File: src/rtl/adc_input_cond.sv
// ADC input conditioning: offset-binary to two's complement, optional leaky-integrator DC
// removal with saturation, overrange merge, and windowed peak-magnitude telemetry.
module adc_input_cond #(
  parameter int ADC_BITS      = 14,
  parameter int DC_SHIFT      = 16,
  parameter int PEAK_WIN_LOG2 = 16
) (
  input  logic                       adc_clk,
  input  logic                       reset_n,
  input  logic [ADC_BITS-1:0]        adc_raw,
  input  logic                       adc_ovfl_raw,
  input  logic                       dc_en,
  output logic signed [ADC_BITS-1:0] adc_data,
  output logic                       adc_ovfl,
  output logic signed [ADC_BITS-1:0] dc_est,
  output logic [ADC_BITS-2:0]        peak_mag,
  output logic                       peak_valid
);

  localparam int ACC_W = ADC_BITS + DC_SHIFT;

  logic signed [ADC_BITS-1:0] r_s1;
  logic                       r_o1;
  logic signed [ACC_W-1:0]    r_acc;
  logic signed [ADC_BITS-1:0] r_data;
  logic                       r_ovfl;
  logic [ADC_BITS-2:0]        r_runmax;
  logic [PEAK_WIN_LOG2-1:0]   r_win_cnt;
  logic [ADC_BITS-2:0]        r_peak_mag;
  logic                       r_peak_valid;

  logic signed [ADC_BITS-1:0] w_dc_est;
  logic signed [ADC_BITS:0]   w_diff;
  logic                       w_sat;
  logic signed [ADC_BITS-1:0] w_diff_sat;
  logic signed [ACC_W-1:0]    w_diff_ext;
  logic [ADC_BITS-2:0]        w_mag;
  logic [ADC_BITS-2:0]        w_peak_next;
  logic                       w_win_last;

  // An arithmetic shift by DC_SHIFT truncated to ADC_BITS is exactly the accumulator's top slice.
  assign w_dc_est = r_acc[ACC_W-1 -: ADC_BITS];

  assign w_diff     = {r_s1[ADC_BITS-1], r_s1} - {w_dc_est[ADC_BITS-1], w_dc_est};
  // The widened difference is out of range exactly when its two top bits disagree.
  assign w_sat      = w_diff[ADC_BITS] ^ w_diff[ADC_BITS-1];
  assign w_diff_sat = w_sat ? {w_diff[ADC_BITS], {(ADC_BITS-1){~w_diff[ADC_BITS]}}}
                            : w_diff[ADC_BITS-1:0];
  // The integrator follows the unsaturated difference so convergence is not slowed by clipping.
  assign w_diff_ext = {{(DC_SHIFT-1){w_diff[ADC_BITS]}}, w_diff};

  // NOTE: every signal driven in always_comb gets a default first, so no path can infer a latch.
  always_comb begin
    w_mag = r_data[ADC_BITS-2:0];
    if (r_data[ADC_BITS-1]) begin
      if (r_data[ADC_BITS-2:0] == '0) begin
        w_mag = '1;
      end else begin
        w_mag = ~r_data[ADC_BITS-2:0] + (ADC_BITS-1)'(1);
      end
    end
  end

  assign w_peak_next = (w_mag > r_runmax) ? w_mag : r_runmax;
  assign w_win_last  = &r_win_cnt;

  // NOTE: sequential state uses non-blocking assignments so every register sees pre-edge values.
  always_ff @(posedge adc_clk or negedge reset_n) begin
    if (!reset_n) begin
      r_s1         <= '0;
      r_o1         <= 1'b0;
      r_acc        <= '0;
      r_data       <= '0;
      r_ovfl       <= 1'b0;
      r_runmax     <= '0;
      r_win_cnt    <= '0;
      r_peak_mag   <= '0;
      r_peak_valid <= 1'b0;
    end else begin
      r_s1   <= {~adc_raw[ADC_BITS-1], adc_raw[ADC_BITS-2:0]};
      r_o1   <= adc_ovfl_raw;
      r_data <= w_diff_sat;
      r_ovfl <= r_o1 | w_sat;
      r_acc  <= dc_en ? (r_acc + w_diff_ext) : '0;

      r_win_cnt    <= r_win_cnt + PEAK_WIN_LOG2'(1);
      r_peak_valid <= w_win_last;
      if (w_win_last) begin
        // The terminal sample is folded into the published peak before the window restarts.
        r_peak_mag <= w_peak_next;
        r_runmax   <= '0;
      end else begin
        r_runmax   <= w_peak_next;
      end
    end
  end

  assign adc_data   = r_data;
  assign adc_ovfl   = r_ovfl;
  assign dc_est     = w_dc_est;
  assign peak_mag   = r_peak_mag;
  assign peak_valid = r_peak_valid;

endmodule

File: config.mk
export PLATFORM = sky130hd
export DESIGN_NAME = adc_input_cond
export DESIGN_NICKNAME = d
export VERILOG_FILES = /design/src/rtl/adc_input_cond.sv
export SDC_FILE = /design/constraint.sdc
export NUM_CORES = 1
export LEC_CHECK = 0
export BUFFER_PORTS_ARGS = -buffer_cell sky130_fd_sc_hd__buf_4
export CAP_MARGIN = 15
export CORE_ASPECT_RATIO = 0.7
export CORE_MARGIN = 5
export CORE_UTILIZATION = 46
export CTS_CLUSTER_DIAMETER = 80
export CTS_CLUSTER_SIZE = 14
export DETAILED_ROUTE_END_ITERATION = 10
export PLACE_DENSITY = 0.65
export SLEW_MARGIN = 0
export SYNTH_ARGS = -nofsm -noshare
export SYNTH_HDL_FRONTEND = slang
export SYNTH_SLANG_ARGS = --single-unit
File: constraint.sdc
create_clock -name adc_clk -period 12.8 [get_ports adc_clk]
set_clock_uncertainty 0.15 [all_clocks]
set_input_delay 1.28 -clock adc_clk [delete_from_list [all_inputs] [get_ports adc_clk]]
set_output_delay 1.28 -clock adc_clk [all_outputs]
set_load 0.005 [all_outputs]
==> summary.md, run 1 <==
| Metric | Value |
|---|---|
| Outcome | `finished, final reports clean` |
| EDFF count, synth | `0` |
| Comb pwr share | `62.5%` |
| Int Pwr | `0.00115 W` |
| # Max-Cap Violations | `0` |
| Final Power | `0.00208 W` |
| Std cell rows | `36` |
| RSZ-0062 raised after global routing | `no` |
| # DRC | `0` |
| Worst-margin pin slew | `0.995 ns` |
| Synth area leader | `dfrtp_1` |
| Die area | `16700 um2` |
| Vias post-DR | `5090` |
| XOR/XNOR Fraction of Synth Area | `6.58%` |
| Critical Path RT | `12.88 ns` |
| ANT nets after route | `0` |
| CP endpoint kind | `flop` |
| Switching Fraction | `44.7%` |
| Crit path arrival time | `5.25 ns` |
| Seq cells post-synth | `103` |
| GR Overflow Total | `0` |
| Cts hold-fix bufs | `0` |
| GP Congestion | `0.913` |
| Main combinational cell family by area after synthesis | `simple AND/OR/NAND/NOR gates` |
| Async S/R FF share, synth | `100%` |
| Largest net degree at the start of global routing | `65` |
| Sequential Power Share | `24.0%` |
| # IOs | `61` |
| H-Tree Depth | `3` |
| Initial antenna violation count | `0` |
| Max transition margin | `33.5%` |
| Static leakage | `3.54 nW` |
| Startpoint Class | `flop` |
| Clk slew on worst S/H paths | `0.07 ns` |
| Fin util | `52.9%` |
| Clk network pwr share | `13.5%` |
| Max-slew violations | `0` |
| Total number of yosys warnings | `0` |
| Sequential share of the synthesized area | `39.5%` |
| Ys flop type | `dfrtp_1` |
| Layout area overhead | `12.9%` |
| Clock Latency Late Sink | `0.35 ns` |
| Ratio of cells with drive above 1 in the final layout | `12.2%` |
| Setup TNS | `0 ns` |
| Sw power | `0.000931 W` |
| CTS tree | `done` |
| Top cells by area, synth | `dfrtp_1 40%, ha_1 12%, xnor2_1 4.3%` |
| Syn nets | `771` |
| Largest fanout on the critical path | `15` |
| Clock Root Buffer | `clkbuf_16` |
| CTS Buf Count | `9` |
| CTS Sinks | `103` |
| Final WL | `14500 um` |
| Post-synth top area share | `39.5%` |
| Simple-gate share of the synthesized area | `16.5%` |
| DR pass1 iterations | `7` |
| Post-synthesis mux area share | `2.30%` |
| Core box area | `13900 um2` |
| Max clock buf depth | `2` |
| Pwr dens | `283 nW/um2` |
| Sequential cell area | `2580 um2` |
| Syn Area/Cell | `9.46 um2` |
| # diodes | `0` |
| Dpl hpwl | `11200 um` |
| VDD IR max | `144 uV` |
| Final setup fails | `0` |
| Adder and majority gate portion of the synthesized area | `14.0%` |
| Initial DRC count | `253` |
| Period utilization | `40.4%` |
| Fmax | `193 MHz` |
| Setup bufs post-CTS | `0` |
| Nets@finish | `816` |
| Setup CP Type | `flop to flop` |
| Fillers | `1249` |
| Final Hold Fails | `0` |
| Post-synthesis compound-gate area fraction | `15.4%` |
| Initial cell density of the core | `46.8%` |
| Die Y | `110 um` |
| Syn Inst Count | `689` |
| First-pass GRT wire length | `24800 um` |
| Number of global-route vias before repair | `5062` |
| Wirelength per Cell | `15.6 um` |
| IO Port Bufs | `60` |
| Resize count post-CTS | `0` |
| Number of vias per cell | `5.48` |
| Post-synth cell types | `67` |
| Post-Syn Area | `6520 um2` |
| DIE WIDTH | `152 um` |
| Worst hold path class | `flop to flop` |
| Min Clock Period, post-route | `5.17 ns` |
| Total track usage | `18.3%` |
| Multi-input gate area | `3580 um2` |
==> sequential cells by signal, summed over array words and instances (netlist names) <==
name        cells
r_acc          30
r_win_cnt      16
adc_data       14
r_s1           14
peak_mag       13
r_runmax       13
adc_ovfl        1
peak_valid      1
r_o1            1
==> Yosys cell counts, types with 2 or more instances <==
library cell    n
o31ai_1         5
or3_1           4
xnor2_1        32
nand3_1        15
xor2_1         17
and3_2          2
o21ai_0        41
nor2_1         47
buf_4          14
o21a_1         14
nand2b_1        7
a21oi_1        45
nand2_1        61
o211ai_1        6
nand4_1         9
clkbuf_1       10
maj3_1         10
and4_1          2
buf_2           2
dfrtp_1       103
o211a_1         2
and2_1         21
ha_1           62
o31a_1          3
mux2i_1        15
inv_1          51
a21boi_0        2
nor3b_1         2
buf_1           2
o21bai_1        5
a21o_1         10
a31oi_1         5
a211oi_1        3
nor2b_1        13
nor4_1          3
nor3_1          7
and3_1          5
and3b_1         2
fa_1            2
==> cells in the final DEF (no fill, tap or decap), types with 3 or more instances in the layout <==
cell type	count
a211oi_1	3
a21o_1	10
a21oi_1	45
a31oi_1	5
and2_1	21
and3_1	5
buf_4	63
clkbuf_16	9
dfrtp_1	103
ha_1	62
inv_1	51
maj3_1	10
mux2i_1	15
nand2_1	61
nand2b_1	7
nand3_1	15
nand4_1	9
nor2_1	47
nor2b_1	13
nor3_1	7
nor4_1	3
o211ai_1	6
o21a_1	14
o21ai_0	41
o21bai_1	5
o31a_1	3
o31ai_1	5
or3_1	4
xnor2_1	32
xor2_1	17
==> metal layers <==
layer	GRT usage (%)	vias to the layer above	share of wire [%]
li1	-	2485	-
met4	4.62	0	1.3
met5	0	-	0
met1	25.9	2454	50
met3	3.62	20	4.8
met2	29.1	131	44
==> path summary, 6_finish.rpt <==
check | start | to | slack [ns] | depth (start not counted)
max in group asynchronous | reset_n | r_runmax[6] | 10.55 | 2
min in group asynchronous | reset_n | r_acc[21] | 0.76 | 1
worst max-delay path | r_acc[17] | r_acc[28] | 7.63 | 17
worst min register to register | r_win_cnt[5] | r_win_cnt[5] | 0.32 | 1
worst min-delay path | r_win_cnt[5] | r_win_cnt[5] | 0.32 | 1
worst max register to register | r_acc[17] | r_acc[28] | 7.63 | 17
==> critical path: stages, from the launching register on <==
cell and delay, ns:
dfrtp_1 0.39, inv_1 0.09, ha_1 0.28, nor2b_1 0.19, o31a_1 0.20, nor4_1 0.09, o31ai_1 0.45, a21oi_1 0.20
o311ai_2 0.85, ha_1 0.41, o21a_1 0.11, o21a_1 0.17, o21a_1 0.17, o21ai_0 0.44, nor3_1 0.17, a22oi_1 0.38
a21oi_1 0.16, mux2i_1 0.14
==> area by class of cell <==
| class | instances | area share, % |
|---|---|---|
| Clock inverter | 4 | 0.748 |
| Inverter | 51 | 2.60 |
| Clock buffer | 12 | 3.35 |
| Tap cell | 190 | 3.23 |
| Timing Repair Buffer | 63 | 6.43 |
| Multi-Input combinational cell | 506 | 48.6 |
| Sequential cell | 103 | 35.0 |
==> power groups by stage <==
stage / Sequential [W] / Clock (W) / Combinational, W
after floorplan: 0.000475 / 0 / 0.00100
after global placement: 0.000503 / 0 / 0.00125
after detailed placement: 0.000504 / 0 / 0.00128
after CTS: 0.000499 / 0.000290 / 0.00129
after global routing: 0.000512 / 0.000303 / 0.00147
final: 0.000500 / 0.000281 / 0.00130
==> logic make-up after synthesis <==
| family | count (synthesis) |
|---|---|
| buffers and inverters | 80 |
| adders and majority gates | 74 |
| and+or+nand+nor | 210 |
| AOI/OAI and AO/OA | 158 |
| muxes | 15 |
| xor gates and xnor gates | 49 |
| DFF | 103 |
==> through the flow <==
stage,instance area (um2),hold slack (ns),setup WS (ns),cells
2_1_floorplan,6520,0.264,8.12,689
3_3_place_gp,7050,0.303,7.90,912
3_5_place_dp,7050,0.313,7.73,912
4_1_cts,7350,0.323,7.70,928
5_1_grt,7360,0.339,7.24,929
6_report,7360,0.317,7.63,929
Power figures use the tool's default switching activity.
==> run 2, diff against run 1 <==
- ABC_AREA: unset -> 1
- PLACE_DENSITY: 0.65 -> 0.68
- clock period: 12.8 -> 4.6 ns (I/O delays scaled with it)
==> summary.md, run 2 <==
| Metric | Value |
|---|---|
| Outcome | `finished, final reports clean` |
| R2R Path Start | `r_acc[16]` |
| IO Port Bufs | `60` |
| Final hold slack | `0.0619 ns` |
| Max-slew violations | `0` |
| Cts hold-fix bufs | `0` |
| Post-Syn Area | `6960 um2` |
| GP Congestion | `0.980` |
| Largest register FFs | `30` |
| Std cell rows | `37` |
| Clock Root Buffer | `clkbuf_16` |
| Synth top cells by count | `263 x nand2_1, 111 x inv_1, 107 x nor2_1` |
| Largest fanout on the critical path | `18` |
| Dpl cells | `1176` |
| Ys flop type | `dfrtp_1` |
| Vias post-DR | `6178` |
| # IOs | `61` |
| Most frequent cells in the layout | `263 x nand2_1, 111 x inv_1, 107 x nor2_1` |
| First-pass GRT wire length | `29900 um` |
| Final Hold Fails | `0` |
| Crit path arrival time | `4.23 ns` |
| Largest regs | `r_acc (30), r_win_cnt (16)` |
| Syn Area/Cell | `7.38 um2` |
| Layout area overhead | `12.7%` |
| Fin util | `53.1%` |
| Total number of yosys warnings | `0` |
| Layout Cells excl Fill | `1192` |
| Min Clock Period, post-route | `4.09 ns` |
| CTS Sinks | `103` |
| Initial cell density of the core | `47.1%` |
| # Max-Cap Violations | `0` |
| Period utilization | `89.0%` |
| GR Overflow Total | `0` |
| Initial DRC count | `656` |
| Dpl hpwl | `14300 um` |
| Ratio of cells with drive above 1 in the final layout | `9.43%` |
| Synth area leader | `dfrtp_1` |
| Number of global-route vias before repair | `5677` |
| Setup CP Type | `flop to flop` |
| Syn Inst Count | `942` |
| # DRC | `0` |
| Die Y | `113 um` |
| CTS tree | `done` |
| Worst hold path class | `input port to flop` |
| Startpoint Class | `flop` |
| RSZ-0062 raised after global routing | `no` |
| Final WL | `18100 um` |
| Syn nets | `1024` |
| Async S/R FF share, synth | `100%` |
| Resize count post-CTS | `0` |
| Setup TNS | `0 ns` |
| Most common cell after layout, fill and taps aside | `nand2_1` |
| Sequential share of the synthesized area | `37.1%` |
| Worst-margin pin slew | `0.976 ns` |
| Most numerous cell in the Yosys netlist | `nand2_1` |
| Nets@finish | `1074` |
| Critical Path RT | `4.73 ns` |
| Number of vias per cell | `5.18` |
| Fmax | `244 MHz` |
| Top cells by area, synth | `dfrtp_1 37%, nand2_1 14%, ha_1 11%` |
| Final setup fails | `0` |
| Largest Register | `r_acc` |
| CTS Buf Count | `9` |
| Clock Latency Late Sink | `0.35 ns` |
| Seq cells post-synth | `103` |
| Critical Path Start | `r_acc[16]` |
| Post-synth cell types | `35` |
| Max transition margin | `34.9%` |
| Fillers | `1419` |
| DIE WIDTH | `157 um` |
| Total track usage | `21.2%` |
| ANT nets after route | `0` |
| Setup bufs post-CTS | `0` |
| EDFF count, synth | `0` |
| Hold Crit Start | `adc_raw[8]` |
| Wirelength per Cell | `15.2 um` |
| Core box area | `14800 um2` |
| Initial antenna violation count | `0` |
| CP endpoint kind | `flop` |
| Max clock buf depth | `2` |
| DR pass1 iterations | `5` |
| # diodes | `0` |
| Clk slew on worst S/H paths | `0.07 ns` |
| Largest net degree at the start of global routing | `76` |
| Post-synth top area share | `37.1%` |
| Die area | `17700 um2` |
| H-Tree Depth | `3` |
-- run 2: final cells by class --
type	count	area, um2	area share (%)
Clock buffer	11	253	3.22
Inverter	113	429	5.48
Timing Repair Buffer	62	465	5.94
Multi-Input combinational cell	703	3780	48.3
Tap cell	195	244	3.11
Sequential cell	103	2580	32.9
Clock inverter	5	86.3	1.10
-- run 2: cell families (layout without fill, tap and decap cells) --
group / count (synthesis) / count (layout) / share of synthesized area (%)
DFF: 103 / 103 / 37.1
buffers and inverters: 136 / 191 / 8.56
and+or+nand+nor: 484 / 484 / 29.3
adders and majority gates: 64 / 64 / 11.7
AOI/OAI and AO/OA: 123 / 123 / 9.28
xor gates and xnor gates: 32 / 32 / 4.03
-- run 2: worst max-delay path, stage by stage, from the launching register on --
cell      delay [ns]
dfrtp_1         0.41
ha_1            0.18
inv_1           0.07
fa_1            0.40
nand2_1         0.08
nand2_1         0.13
nand3_1         0.11
nand2_1         0.09
nand2_1         0.12
nand2_1         0.10
nand2_2         0.10
nand2_2         0.31
ha_1            0.53
nand2_1         0.13
nor2_1          0.25
nand2_1         0.14
nor4_1          0.39
nand2_1         0.10
nand3b_1        0.10
nand2_1         0.05
nor2_1          0.10
-- run 2: metal layers --
layer / wire (um) / share of wire, % / vias up / global-route usage (%)
met1: 9670 / 53 / 2813 / 34.8
met3: 1670 / 9.2 / 14 / 5.70
met5: 0 / 0 / - / 0
li1: - / - / 3122 / -
met2: 6620 / 37 / 229 / 27.5
met4: 159 / 0.88 / 0 / 3.41
-- run 2: per-stage QoR --
step	instance area, um2	worst slack, ns
4_1_cts	7840	0.620
5_1_grt	7840	0.224
2_1_floorplan	6960	1.45
6_report	7840	0.506
3_3_place_gp	7500	0.594
3_5_place_dp	7500	0.685
-- run 2: path summary, 6_finish.rpt --
kind / endpoint / slack [ns] / cells after the start
max: r_acc[25] / 0.51 / 20
min: r_s1[8] / 0.06 / 1
max reg2reg: r_acc[25] / 0.51 / 20
min reg2reg: adc_ovfl / 0.30 / 2
max in group asynchronous: r_acc[6] / 3.23 / 2
min in group asynchronous: r_acc[17] / 0.12 / 1
Power of run 2 is not shown: default switching activity piles up to over one toggle a cycle in this logic, so the estimate is an artifact.
==> run 3, diff against run 2 <==
- PLACE_DENSITY: 0.68 -> 0.65
- clock period: 4.6 -> 4.01 ns (I/O delays scaled with it)
==> summary.md, run 3 (same netlist as run 2, synthesis figures left out) <==
| Metric | Value |
|---|---|
| Initial DRC count | `634` |
| Total track usage | `21.4%` |
| Number of global-route vias before repair | `5831` |
| Worst-margin pin slew | `0.594 ns` |
| Crit-path slowest cell | `fa_1` |
| Dpl cells | `1189` |
| CTS Sinks | `103` |
| Max clock buf depth | `2` |
| Max transition margin | `60.4%` |
| H-Tree Depth | `3` |
| Family with the most delay on the worst path | `simple AND/OR/NAND/NOR gates` |
| Buffers plus inverters on the worst setup path | `2` |
| Core box area | `14800 um2` |
| Crit path largest cell delay | `0.40 ns` |
| Multi-input gate area | `3790 um2` |
| ANT nets after route | `0` |
| Min Clock Period, post-route | `3.74 ns` |
| Largest regs | `r_acc (30), r_win_cnt (16)` |
| Dpl hpwl | `14400 um` |
| IO Port Bufs | `60` |
| # DRC | `0` |
| Largest Register | `r_acc` |
| Largest fanout on the critical path | `13` |
| Layout Cells excl Fill | `1221` |
| CTS tree | `done` |
| CP Cell Sequence | `ha_1 -> inv_1 -> fa_1 -> nand2_1 -> nand2_1 -> nand3_1 -> nand2_1 -> nand2_1 -> nand2_1 -> nand2_2 -> nand2_4 -> buf_12 -> ha_1 -> nand2_1 -> nor2_1 -> nand2_1 -> nor4_2 -> nand2_1 -> nand3b_1 -> nand2_1 -> nor2_1` |
| Critical Path RT | `4.15 ns` |
| GR Overflow Total | `0` |
| # diodes | `0` |
| DR pass1 iterations | `7` |
| Fin util | `54.9%` |
| Period utilization | `93.3%` |
| Crit path arrival time | `3.88 ns` |
| Largest register FFs | `30` |
| Die area | `17700 um2` |
| Worst hold path class | `input port to flop` |
| Clock Latency Late Sink | `0.35 ns` |
| Std cell rows | `37` |
| Final WL | `18400 um` |
| Setup CP Type | `flop to flop` |
| Final hold slack | `0.0114 ns` |
| First-pass GRT wire length | `30200 um` |
| Clock Root Buffer | `clkbuf_16` |
| CP endpoint kind | `flop` |
| Outcome | `finished, final reports clean` |
| Worst setup margin | `0.267 ns` |
| Pre-CTS setup slack | `0.163 ns` |
| Most common cell after layout, fill and taps aside | `nand2_1` |
| Layout area overhead | `16.6%` |
| Largest net degree at the start of global routing | `104` |
| Most frequent cells in the layout | `263 x nand2_1, 111 x inv_1, 107 x nor2_1` |
| Vias post-DR | `6347` |
| Initial antenna violation count | `0` |
| Sequential cell area | `2580 um2` |
| Die Y | `113 um` |
| Nets@finish | `1105` |
| Wirelength per Cell | `15.1 um` |
| # IOs | `61` |
| Fillers | `1402` |
| CTS Buf Count | `9` |
| Final Hold Fails | `0` |
| Ratio of cells with drive above 1 in the final layout | `10.7%` |
| Fmax | `267 MHz` |
| Crit-path most repeated cell | `nand2_1` |
| # Max-Cap Violations | `0` |
| Initial cell density of the core | `47.1%` |
| Clk slew on worst S/H paths | `0.08 ns` |
| Number of vias per cell | `5.20` |
| Max-slew violations | `0` |
| GP Congestion | `0.940` |
| Startpoint Class | `flop` |
| DIE WIDTH | `157 um` |
| Final setup fails | `0` |
[run 3: cell types whose count changed in the layout (fill, tap and decap cells not counted)]
cell and delta:
nand2_4 +1, nor4_2 +1, clkbuf_8 -2, nand2_2 -1, buf_4 +15, buf_12 +2, nor4_1 -1, clkinv_4 -1
dlygate4sd3_1 +14, clkinv_2 +1
[run 3: what timing repair did]
item | CTS | global route
gates resized for setup | 0 | 2
setup endpoints to repair | 0 | 11
hold endpoints to repair | 32 | 0
buffers inserted | 0 | 4
hold buffers | 14 | 0
[run 3: routing by layer]
layer,track usage [%],share of wire (%),vias up
li1,-,-,3192
met1,35.2,53,2903
met2,27.7,37,236
met3,5.93,9.6,16
met4,3.24,0.65,0
met5,0,0,-
[run 3: worst paths after layout]
kind | start | end | slack (ns) | cells after the start
setup / recovery | r_acc[16] | r_acc[25] | 0.27 | 21
hold / removal | adc_raw[1] | r_s1[1] | 0.01 | 1
setup reg to reg | r_acc[16] | r_acc[25] | 0.27 | 21
hold reg to reg | r_o1 | adc_ovfl | 0.30 | 2
max in group asynchronous | reset_n | peak_mag[11] | 2.74 | 3
min in group asynchronous | reset_n | r_acc[24] | 0.46 | 3
[run 3: per-stage QoR]
stage	instance area (um2)	TNS [ns]
3_5_place_dp	7610	0
6_report	8110	0
4_1_cts	8060	0
2_1_floorplan	6960	0
5_1_grt	8110	-0.0173
3_3_place_gp	7610	0
[run 3: cell type report]
class / instances / area share (%)
inverter: 113 / 5.29
clock inverter: 5 / 1.02
multi-input combinational: 703 / 46.8
sequential: 103 / 31.8
clock buffer: 9 / 2.78
timing repair buffer: 93 / 9.35
tap: 195 / 3.01
Power of run 3 is left out for the same reason.
